===== src/rtl/dm_access.sv =====
// Memory-stage data access unit: request/ack data-memory bus master with byte enables and load extension.
// Optional feature macro: DM_MISALIGN_TRAP_EN (trap misaligned word/half accesses instead of truncating).
module dm_access #(
  parameter int unsigned TIMEOUT = 16
) (
  input  logic        clk,
  input  logic        rstn,
  input  logic        MemWrite,
  input  logic        MEMRead,
  input  logic [2:0]  DMType,
  input  logic [31:0] addr,
  input  logic [31:0] wdata,
  output logic        stall,
  output logic [31:0] rdata,
  output logic        rvalid,
  output logic        fault,
  output logic        bus_req,
  output logic        bus_we,
  output logic [29:0] bus_addr,
  output logic [3:0]  bus_be,
  output logic [31:0] bus_wdata,
  input  logic        bus_ack,
  input  logic [31:0] bus_rdata
);

  typedef enum logic [1:0] {IDLE, WAIT, DONE} state_t;

  localparam int unsigned CW = (TIMEOUT > 1) ? $clog2(TIMEOUT) : 1;
  localparam logic [CW-1:0] CNT_LAST = CW'(TIMEOUT - 1);

  state_t        state;
  logic [CW-1:0] cnt;
  logic          we_q;
  logic [2:0]    type_q;
  logic [1:0]    off_q;

  logic          req;
  logic          is_half;
  logic          is_byte;
  logic [3:0]    be_d;
  logic [31:0]   wdata_d;
  logic [15:0]   lane_h;
  logic [7:0]    lane_b;
  logic [31:0]   load_d;

  assign req   = MemWrite | MEMRead;
  assign stall = ((state == IDLE) && req) || (state == WAIT);

  // Half uses only addr[1] and word ignores addr[1:0], so truncation falls out naturally.
  always_comb begin
    is_half = (DMType == 3'b001) || (DMType == 3'b010);
    is_byte = (DMType == 3'b011) || (DMType == 3'b100);
    be_d    = 4'b1111;
    wdata_d = wdata;
    if (is_half) begin
      be_d    = addr[1] ? 4'b1100 : 4'b0011;
      wdata_d = {2{wdata[15:0]}};
    end else if (is_byte) begin
      be_d    = 4'b0001 << addr[1:0];
      wdata_d = {4{wdata[7:0]}};
    end
  end

`ifdef DM_MISALIGN_TRAP_EN
  logic misalign;
  assign misalign = is_half ? addr[0] : (!is_byte && (addr[1:0] != 2'b00));
`endif

  always_comb begin
    lane_h = off_q[1] ? bus_rdata[31:16] : bus_rdata[15:0];
    lane_b = bus_rdata[{off_q, 3'b000} +: 8];
    case (type_q)
      3'b001:  load_d = {{16{lane_h[15]}}, lane_h};
      3'b010:  load_d = {16'h0000, lane_h};
      3'b011:  load_d = {{24{lane_b[7]}}, lane_b};
      3'b100:  load_d = {24'h000000, lane_b};
      default: load_d = bus_rdata;
    endcase
  end

  always_ff @(posedge clk or negedge rstn) begin
    if (!rstn) begin
      state     <= IDLE;
      cnt       <= '0;
      we_q      <= 1'b0;
      type_q    <= '0;
      off_q     <= '0;
      rvalid    <= 1'b0;
      fault     <= 1'b0;
      rdata     <= '0;
      bus_req   <= 1'b0;
      bus_we    <= 1'b0;
      bus_addr  <= '0;
      bus_be    <= '0;
      bus_wdata <= '0;
    end else begin
      rvalid <= 1'b0;
      fault  <= 1'b0;
      case (state)
        IDLE: begin
          if (req) begin
            we_q   <= MemWrite;
            type_q <= DMType;
            off_q  <= addr[1:0];
`ifdef DM_MISALIGN_TRAP_EN
            if (misalign) begin
              state  <= DONE;
              rvalid <= 1'b1;
              fault  <= 1'b1;
              rdata  <= '0;
            end else
`endif
            begin
              bus_req   <= 1'b1;
              bus_we    <= MemWrite;
              bus_addr  <= addr[31:2];
              bus_be    <= be_d;
              bus_wdata <= wdata_d;
              cnt       <= '0;
              state     <= WAIT;
            end
          end
        end
        WAIT: begin
          // A late ack on the final permitted cycle still wins over the timeout.
          if (bus_ack) begin
            bus_req <= 1'b0;
            rvalid  <= 1'b1;
            if (!we_q) rdata <= load_d;
            state   <= DONE;
          end else if (cnt == CNT_LAST) begin
            bus_req <= 1'b0;
            rvalid  <= 1'b1;
            fault   <= 1'b1;
            rdata   <= '0;
            state   <= DONE;
          end else begin
            cnt <= cnt + 1'b1;
          end
        end
        DONE:    state <= IDLE;
        default: state <= IDLE;
      endcase
    end
  end

endmodule


===== config.mk =====
export PLATFORM = sky130hd
export DESIGN_NAME = dm_access
export DESIGN_NICKNAME = d
export VERILOG_FILES = /design/src/rtl/dm_access.sv
export SDC_FILE = /design/constraint.sdc
export NUM_CORES = 1
export LEC_CHECK = 0
export BUFFER_PORTS_ARGS = -buffer_cell sky130_fd_sc_hd__buf_2
export CAP_MARGIN = 5
export CORE_ASPECT_RATIO = 2
export CORE_MARGIN = 3
export CORE_UTILIZATION = 53
export CTS_CLUSTER_SIZE = 24
export DETAILED_ROUTE_END_ITERATION = 8
export GPL_TIMING_DRIVEN = 0
export PLACE_DENSITY = 0.86
export SYNTH_ARGS = -nofsm -noshare
export SYNTH_HDL_FRONTEND = slang
export SYNTH_SLANG_ARGS = --single-unit

===== constraint.sdc =====
create_clock -name clk -period 3.85 [get_ports clk]
set_input_delay 0.5775 -clock clk [delete_from_list [all_inputs] [get_ports clk]]
set_output_delay 0.5775 -clock clk [all_outputs]
set_load 0.02 [all_outputs]

==> impl_metrics.json, run 1 <==
{
  "required_ns": 3.27,
  "placementRows": 50,
  "hold_violations": 0,
  "route.detailed.drc": 0,
  "synthesis.area_um2": 5269,
  "rsz0062_at_grt": "no",
  "ant_nets": 0,
  "dpl.hpwl_um": 13320,
  "yosysSeqAreaShare_pct": 53.67,
  "core_area_um2": 9509,
  "m1WireLength_um": 5905,
  "critical_path_buf_inv_count": 4,
  "clockRootBuffer": "clkbuf_16",
  "crit_type": "in2out",
  "netlist-cell-type-count": 53,
  "met2_length_um": 9597,
  "dr.pass1.iters": 6,
  "leakage_uw": 0.003664,
  "setup_viol": 0,
  "slowest_delay_ns": 0.47,
  "synth_common_cells": "nand2_1 (203), dfrtp_1 (113), nor2_1 (54), o21ai_0 (39), a31oi_1 (29)",
  "die_w_um": 76.50,
  "switchingPower_uw": 3017,
  "grt_pass1_wl_um": 28460,
  "r2r-end": "rdata[30]",
  "place.gp.congestion": 0.9678,
  "arrival_ns": 2.23,
  "grt_pass1_vias": 5836,
  "vias": 5408,
  "h-tree-depth": 4,
  "cts_buffers": 17,
  "combPwrFrac_pct": 45.6,
  "grt_usage_pct": 32.30,
  "slew_viol_final": 0,
  "worst_slew_pin_slew_ns": 0.7454,
  "io_pins": 207,
  "area_growth_pct": 35.53,
  "period_share_pct": 72.88,
  "hp-class": "in2async",
  "cts_setup_buffers": 0,
  "synth_cells": 595,
  "port_buffers": 206,
  "via_per_inst": 5.610,
  "clockPowerShare_pct": 24.4,
  "relSlewSlack_pct": 50.30,
  "clockBufferDepth": 2,
  "seq_power_share_pct": 30.1,
  "vdd_ir_drop_max_v": 0.0006945,
  "avgSynthCellArea_um2": 8.855,
  "yosysTopAreaCell": "dfrtp_1",
  "cts_resized": 0,
  "cpMaxStageDelayCell": "clkbuf_1",
  "async_flop_share_pct": 100.0,
  "synth_seq_cells": 113,
  "antenna_found_initial": 0,
  "crit_fanout": 10,
  "overflow": 0,
  "final_nets": 926,
  "yosysMostFrequentCell": "nand2_1",
  "ctsHoldBuffers": 0,
  "drive_gt1_share_pct": 31.89,
  "cp_top_family": "buffers and inverters",
  "synth_area_leaders": "dfrtp_1 (54%), nand2_1 (14%), nor2_1 (3.8%), o21ai_0 (3.7%), a31oi_1 (3.4%)",
  "antenna_cells": 0,
  "fmaxAchievable_mhz": 356.4,
  "r2r_cells": 5,
  "cts_tree": "yes",
  "maxUsedRoutingLayer": "met4",
  "insertion_delay_ns": 0.41,
  "drt_wl_total_um": 17570,
  "clock_sinks": 113,
  "worst_hold_slack_ns": 0.1519,
  "initial_core_util_pct": 55.41,
  "wl_met3_um": 1162,
  "critPathCaptureType": "primary output",
  "fin_total_pwr_uw": 6953,
  "ys.flop_type": "dfrtp_1",
  "period_needed_ns": 2.806,
  "worst-r2r-setup-slack_ns": 1.66,
  "startpoint_type": "input pin",
  "status": "finished clean",
  "sw_frac_of_total_pct": 43.39,
  "synth_warnings": 0,
  "synth_fp_nets": 700,
  "wl_per_cell_um": 18.23,
  "fin_worst_skew_ns": 0.007975,
  "grt_max_degree": 74,
  "path_cells": "buf_2 -> o21ai_0 -> clkbuf_1 -> clkbuf_1 -> nand2_1 -> buf_2",
  "p_per_area_nw_per_um2": 973.8,
  "p_int_uw": 3936,
  "drt-initial-drc-count": 405,
  "yosysTopAreaCellShare_pct": 53.67,
  "synth_edf_count": 0,
  "tns_ns": 0,
  "path_clk_slew_ns": 0.06,
  "die-height_um": 147.0,
  "drv_cap": 0,
  "die-area_um2": 11250,
  "fillers": 704,
  "r2r-start": "off_q[0]"
}
==> cells by family (layout without fill, tap and decap cells) <==
logic type               after synthesis  after routing  share of synthesized area, %
buffers and inverters                 40            279                         3.420
adder cells (fa/ha/maj)                1              1                        0.2374
AND/OR/NAND/NOR                      282            282                         21.68
multiplexers                          10             10                         2.327
flip-flops                           113            113                         53.67
AO/OA/AOI/OAI                        145            145                         18.00
XOR/XNOR                               4              4                        0.6650
==> layer usage <==
metal,global-route usage (%),up-vias
met5,0,-
met4,18.78,0
met3,7.791,73
met2,60.01,308
met1,31.92,2534
li1,-,2493
==> power by group through the flow <==
stage	logic [µW]	registers [µW]	clock network (µW)
finish	3170	2090	1690
global placement	3060	2060	0
detailed placement	3160	2080	0
CTS	3180	2080	1710
floorplan	1370	2700	0
global route	3450	2160	1760
==> registers in the layout, indices dropped and copies added (netlist names), 2 cells and up <==
register / flops
bus_addr: 30
bus_be: 4
bus_wdata: 32
cnt: 4
off_q: 2
rdata: 32
state: 2
type_q: 3
==> stage by stage <==
stage	area, µm²	setup slack [ns]	cells	utilization, %
6_report	7141	1.044	964	75.09
5_1_grt	7141	0.8849	964	75.09
4_1_cts	7141	1.012	964	75.09
3_5_place_dp	6492	1.019	932	68.28
3_3_place_gp	6462	0.9369	931	67.96
2_1_floorplan	5269	1.744	595	-
==> worst max path at each step <==
stage / end / cells past startpoint / from
floorplan: stall / 4 / MEMRead
global placement: bus_wdata[29] / 1 / rstn
detailed placement: stall / 6 / MEMRead
CTS: stall / 6 / MEMRead
global route: stall / 6 / MEMRead
finish: stall / 6 / MEMRead
==> layout by cell type, fill, tap and decap left out, types with 3 or more instances in the layout <==
master | Yosys | layout
buf_2 | 4 | 209
nand2_1 | 203 | 203
dfrtp_1 | 113 | 113
nor2_1 | 54 | 54
o21ai_0 | 39 | 39
a31oi_1 | 29 | 29
clkbuf_1 | 26 | 26
a21oi_1 | 17 | 17
clkbuf_16 | 0 | 17
o21a_1 | 11 | 11
o21ai_1 | 8 | 8
mux2_2 | 8 | 8
a41oi_1 | 7 | 7
a21o_1 | 7 | 7
a211o_1 | 7 | 7
a32o_1 | 7 | 7
clkinv_4 | 0 | 5
nand3_1 | 4 | 4
bufinv_16 | 0 | 4
o211ai_1 | 3 | 3
nor3b_1 | 3 | 3
inv_1 | 3 | 3
clkbuf_8 | 0 | 3
==> area by class of cell <==
cell class,instances,area [µm²],share of cell area [%]
multi-input combinational,442,2261,31.66
clock inverter,12,181.4,2.541
tap,130,162.7,2.278
buffer,37,168.9,2.366
clock buffer,20,466.7,6.536
sequential,113,2828,39.60
timing repair buffer,207,1061,14.86
inverter,3,11.26,0.1577
Power figures use the tool's default switching activity.
==> run 2: changes to the inputs <==
--- a/config.mk
+++ b/config.mk
@@ -5,15 +5,16 @@
 export SDC_FILE = /design/constraint.sdc
 export NUM_CORES = 1
 export LEC_CHECK = 0
+export ABC_AREA = 1
 export BUFFER_PORTS_ARGS = -buffer_cell sky130_fd_sc_hd__buf_2
 export CAP_MARGIN = 5
 export CORE_ASPECT_RATIO = 2
 export CORE_MARGIN = 3
-export CORE_UTILIZATION = 53
+export CORE_UTILIZATION = 45
 export CTS_CLUSTER_SIZE = 24
 export DETAILED_ROUTE_END_ITERATION = 8
 export GPL_TIMING_DRIVEN = 0
-export PLACE_DENSITY = 0.86
+export PLACE_DENSITY = 0.77
 export SYNTH_ARGS = -nofsm -noshare
 export SYNTH_HDL_FRONTEND = slang
 export SYNTH_SLANG_ARGS = --single-unit
==> constraint.sdc (replaced) <==
create_clock -name clk -period 2.55 [get_ports clk]
set_input_delay 0.3825 -clock clk [delete_from_list [all_inputs] [get_ports clk]]
set_output_delay 0.3825 -clock clk [all_outputs]
set_load 0.02 [all_outputs]
==> run 2 against run 1 <==
Synthesized area increased by 3.1%. Synthesized cell count up 17%. Clock power grew 36%. Critical path type is now reg2out. Combinational power grew 67%.
==> impl_metrics.json, run 2 <==
{
  "status": "finished clean",
  "sw_frac_of_total_pct": 46.65,
  "synthXorXnorAreaFrac_pct": 0,
  "p_int_uw": 5715,
  "avgSynthCellArea_um2": 7.794,
  "reg_top3": "bus_wdata (32), rdata (32), bus_addr (30)",
  "synth_fp_nets": 802,
  "clock_sinks": 113,
  "tns_ns": 0,
  "dpl.hpwl_um": 13320,
  "setup_ws_ns": 0.2206,
  "drive_gt1_share_pct": 30.74,
  "route.detailed.drc": 0,
  "yosys.area_share.simple_pct": 31.30,
  "combPwrFrac_pct": 49.4,
  "area_growth_pct": 33.67,
  "fin_worst_skew_ns": 0.01204,
  "synth_area_leaders": "dfrtp_1 (52%), nand2_1 (19%), nand3_1 (5.0%), nor2_1 (4.1%), o21ai_0 (3.0%)",
  "hp-class": "in2reg",
  "critPathCaptureType": "primary output",
  "worst_slew_pin_slew_ns": 0.6124,
  "synth_seq_cells": 113,
  "fillers": 1098,
  "yosysMostFrequentCell": "nand2_1",
  "seq_power_share_pct": 29.1,
  "p_per_area_nw_per_um2": 1475,
  "die-area_um2": 13510,
  "die-height_um": 161.4,
  "startpoint_type": "flop",
  "hold_violations": 0,
  "switchingPower_uw": 4996,
  "initial_core_util_pct": 46.15,
  "layout_common_cells": "nand2_1 (277), buf_2 (219), dfrtp_1 (113)",
  "multi_input_area_um2": 2263,
  "final_nets": 1029,
  "final_common_cell": "nand2_1",
  "synth_cells": 697,
  "synthAdderAreaFrac_pct": 0.2303,
  "leakage_uw": 0.004005,
  "insertion_delay_ns": 0.41,
  "pre_cts_slack_ns": 0.4194,
  "grt_usage_pct": 25.85,
  "overflow": 0,
  "path_clk_slew_ns": 0.06,
  "drt_wl_total_um": 17190,
  "crit_type": "reg2out",
  "synth_compound_area_share_pct": 10.13,
  "cts_setup_buffers": 0,
  "design_area_um2": 7262,
  "rsz0062_at_grt": "no",
  "synth_warnings": 0,
  "fmaxAchievable_mhz": 429.3,
  "crit_fanout": 10,
  "cts_tree": "yes",
  "drv_cap": 0,
  "vias": 5524,
  "yosysSeqAreaShare_pct": 52.05,
  "area.sequential_um2": 2828,
  "vdd_ir_drop_max_v": 0.0008282,
  "netlist-cell-type-count": 33,
  "async_flop_share_pct": 100.0,
  "grt_pass1_wl_um": 27700,
  "yosysTopAreaCellShare_pct": 52.05,
  "dpl_cell_area_um2": 6679,
  "synthesis.area_um2": 5433,
  "io_pins": 207,
  "clockBufferDepth": 2,
  "drt-initial-drc-count": 199,
  "clockPowerShare_pct": 21.5,
  "muxShareOfSynthArea_pct": 0,
  "required_ns": 2.17,
  "period_share_pct": 91.35,
  "ys.flop_type": "dfrtp_1",
  "fin_util_pct": 61.69,
  "clockRootBuffer": "clkbuf_16",
  "setup_viol": 0,
  "via_per_inst": 5.105,
  "die_w_um": 83.70,
  "grt_max_degree": 78,
  "placementRows": 56,
  "relSlewSlack_pct": 58.90,
  "antenna_found_initial": 0,
  "arrival_ns": 1.95,
  "ant_nets": 0,
  "synth_edf_count": 0,
  "port_buffers": 206,
  "dr.pass1.iters": 5,
  "cts_resized": 0,
  "grt_pass1_vias": 5738,
  "wl_per_cell_um": 15.89,
  "slew_viol_final": 0,
  "yosysTopAreaCell": "dfrtp_1",
  "fin_total_pwr_uw": 10710,
  "cts_buffers": 17,
  "place.gp.congestion": 0.9742,
  "synth_top_family_by_area": "simple AND/OR/NAND/NOR gates",
  "core_area_um2": 11770,
  "period_needed_ns": 2.329,
  "synth_common_cells": "nand2_1 (277), dfrtp_1 (113), nor2_1 (59), nand3_1 (54)",
  "h-tree-depth": 4,
  "antenna_cells": 0
}
[run 2: final timing paths]
path                           start           end  slack [ns]  cells past startpoint
max                         state[0]         stall        0.22                      6
min                         addr[27]  bus_addr[25]        0.16                      3
max reg2reg                   cnt[0]     rdata[15]        0.80                      9
min reg2reg                rdata[29]     rdata[29]        0.47                      2
max in group asynchronous       rstn        cnt[3]        1.43                      3
min in group asynchronous       rstn     rdata[21]        0.45                      2
[run 2: power by group through the flow]
stage,Combinational (µW),Sequential [µW],Clock (µW)
6_report,5300,3120,2300
5_1_grt,5840,3220,2430
4_1_cts,5330,3120,2350
3_5_place_dp,5320,3120,0
3_3_place_gp,5230,3100,0
2_1_floorplan,2540,4070,0
[run 2: cell families after synthesis]
family,Yosys count
adder cells (fa/ha/maj),1
flip-flops,113
AO/OA/AOI/OAI,101
AND/OR/NAND/NOR,412
buffers and inverters,70
[run 2: metrics by stage]
stage / instances / hold slack (ns)
finish: 1082 / 0.1615
floorplan: 697 / 0.08691
global placement: 1048 / 0.4573
CTS: 1082 / 0.1476
global route: 1082 / 0.1490
detailed placement: 1049 / 0.3065
[run 2: area by class of cell]
type / instances / share of cell area [%]
clock buffers: 17 / 5.858
well taps: 145 / 2.498
repair buffers: 208 / 14.80
plain buffers: 33 / 2.774
inverters: 37 / 1.930
multi-input cells: 514 / 31.17
flip-flops and latches: 113 / 38.94
clock inverters: 15 / 2.033
[run 2: worst max-delay path, stage by stage, from the launching register on]
cell and delay, ns:
dfrtp_1 0.35, nor2_1 0.07, o21ai_1 0.27, buf_2 0.33, buf_2 0.27, nand2_1 0.08
buf_2 0.17
[run 2: metal layers]
layer	track usage, %	vias up	part of all wire [%]
met5	0	-	0
met4	15.45	0	5.3
met3	5.156	56	5.2
met2	47.93	218	55
met1	26.06	2558	34
li1	-	2692	-
[run 2: timing repair]
action | CTS | global route
hold buffers | 1 | 0
setup endpoints to repair | 0 | 0
endpoints found under the hold margin | 36 | 0
==> run 3: changes to the inputs <==
==> config.mk (replaced) <==
export PLATFORM = sky130hd
export DESIGN_NAME = dm_access
export DESIGN_NICKNAME = d
export VERILOG_FILES = /design/src/rtl/dm_access.sv
export SDC_FILE = /design/constraint.sdc
export NUM_CORES = 1
export LEC_CHECK = 0
export ABC_AREA = 0
export BUFFER_PORTS_ARGS = -buffer_cell sky130_fd_sc_hd__buf_2
export CAP_MARGIN = 5
export CORE_ASPECT_RATIO = 2
export CORE_MARGIN = 3
export CORE_UTILIZATION = 44
export CTS_CLUSTER_SIZE = 24
export DETAILED_ROUTE_END_ITERATION = 8
export GPL_TIMING_DRIVEN = 0
export PLACE_DENSITY = 0.76
export SYNTH_ARGS = -nofsm -noshare
export SYNTH_HDL_FRONTEND = slang
export SYNTH_SLANG_ARGS = --single-unit
==> run 3 against run 2 <==
Clock skew is 0.0040 ns lower. Cell area decreased by 2.5%. Count of clock-buffer cells in the layout rose by 4. Sequential share of layout area grew 0.99 points. Global-route usage is essentially flat. Core utilization fell by 0.070 points. Non-clock buffer count rose by 2. Flip-flop and latch count did not move. Via count down 3.3%. Critical path depth is 1 lower. Register-to-register slack worse by 0.42 ns. First-iteration DRC count is 29% higher.
==> impl_metrics.json, run 3 (synthesis results as in run 1) <==
{
  "io_pins": 207,
  "slowest_delay_ns": 0.40,
  "reg_top3": "bus_wdata (32), rdata (32), bus_addr (30)",
  "cts_resized": 1,
  "antenna_found_initial": 0,
  "hp-class": "in2async",
  "fin_total_pwr_uw": 10120,
  "fin_util_pct": 61.62,
  "cts_tree": "yes",
  "ctsHoldBuffers": 0,
  "seq_power_share_pct": 30.8,
  "startpoint_type": "flop",
  "crit_type": "reg2out",
  "vdd_ir_drop_max_v": 0.0007339,
  "r2r_cells": 5,
  "cts_setup_buffers": 0,
  "period_needed_ns": 2.247,
  "drv_cap": 0,
  "arrival_ns": 1.86,
  "grt_pass1_vias": 5630,
  "dr.pass1.iters": 5,
  "final_common_cell": "buf_2",
  "worst_slew_pin_slew_ns": 0.8908,
  "h-tree-depth": 4,
  "grt_usage_pct": 25.87,
  "placementRows": 55,
  "vias": 5341,
  "rsz0062_at_grt": "no",
  "overflow": 0,
  "relSlewSlack_pct": 40.62,
  "ant_nets": 0,
  "hold_violations": 0,
  "die_w_um": 83.38,
  "setup_viol": 0,
  "initial_core_util_pct": 45.85,
  "crit_fanout": 19,
  "leakage_uw": 0.003625,
  "die-area_um2": 13400,
  "area_growth_pct": 34.41,
  "fmaxAchievable_mhz": 445.1,
  "p_int_uw": 5645,
  "worst_hold_slack_ns": 0.1004,
  "layout_common_cells": "buf_2 (209), nand2_1 (203), dfrtp_1 (113)",
  "p_per_area_nw_per_um2": 1430,
  "status": "finished clean",
  "slew_viol_final": 0,
  "grt_max_degree": 69,
  "clockPowerShare_pct": 22.3,
  "cpMaxStageDelayCell": "dfrtp_1",
  "path_cells": "nor2_1 -> o21ai_0 -> clkbuf_2 -> nand2_1 -> buf_2",
  "drive_gt1_share_pct": 31.93,
  "antenna_cells": 0,
  "core_area_um2": 11490,
  "critPathCaptureType": "primary output",
  "route.detailed.drc": 0,
  "die-height_um": 160.8,
  "insertion_delay_ns": 0.40,
  "required_ns": 2.17,
  "switchingPower_uw": 4480,
  "clock_sinks": 113,
  "wl_per_cell_um": 17.51,
  "path_clk_slew_ns": 0.06,
  "via_per_inst": 5.478,
  "period_share_pct": 88.11,
  "combPwrFrac_pct": 46.9,
  "grt_pass1_wl_um": 27560,
  "clockBufferDepth": 2,
  "dpl.hpwl_um": 13150,
  "fin_worst_skew_ns": 0.008070,
  "port_buffers": 206,
  "sw_frac_of_total_pct": 44.25,
  "place.gp.congestion": 0.9000,
  "cts_buffers": 17,
  "drt-initial-drc-count": 256,
  "clockRootBuffer": "clkbuf_16",
  "final_nets": 925,
  "drt_wl_total_um": 17070
}
## run 3: path summary, 6_finish.rpt
| kind | start | endpoint | slack, ns |
|---|---|---|---|
| max | state[0] | stall | 0.30 |
| min | rstn | rdata[2] | 0.10 |
| max reg2reg | off_q[0] | rdata[30] | 0.38 |
| min reg2reg | bus_addr[7] | bus_addr[7] | 0.46 |
| max in group asynchronous | rstn | bus_addr[27] | 1.73 |
| min in group clk | addr[17] | bus_addr[15] | 0.16 |
## run 3: layout make-up
class                      count  area [µm²]
clock buffer                  21       470.5
timing repair buffer         207        1061
sequential                   113        2828
clock inverter                11       106.4
tap                          142       177.7
multi-input combinational    442        2261
inverter                       3       11.26
fill                        1011        4410
buffer                        36       166.4
## run 3: power by group through the flow
stage / sequential, µW / clock, µW / combinational [µW]
2_1_floorplan: 4080 / 0 / 2060
3_3_place_gp: 3100 / 0 / 4640
3_5_place_dp: 3130 / 0 / 4760
4_1_cts: 3120 / 2310 / 4770
5_1_grt: 3230 / 2390 / 5190
6_report: 3120 / 2260 / 4740
## run 3: metrics by stage
stage	instances	setup TNS [ns]	setup WS, ns	instance area, µm²
3_3_place_gp	943	-22.92	-0.2124	6477
4_1_cts	976	0	0.1019	7086
2_1_floorplan	595	0	0.7301	5269
6_report	975	0	0.3031	7082
3_5_place_dp	944	0	0.1998	6507
5_1_grt	975	0	0.1008	7082
## run 3: worst max-delay path: cells and delay by family, from the launching register on
family | cells | cell delay, ns
simple gates | 2 | 0.33
buf+inv | 2 | 0.51
flops | 1 | 0.40
compound gates | 1 | 0.22
## run 3: layer usage
metal / vias up / track usage (%) / part of all wire (%)
li1: 2487 / - / -
met1: 2542 / 25.74 / 34
met2: 252 / 46.86 / 53
met3: 60 / 5.801 / 7.1
met4: 0 / 17.63 / 6.1
met5: - / 0 / 0
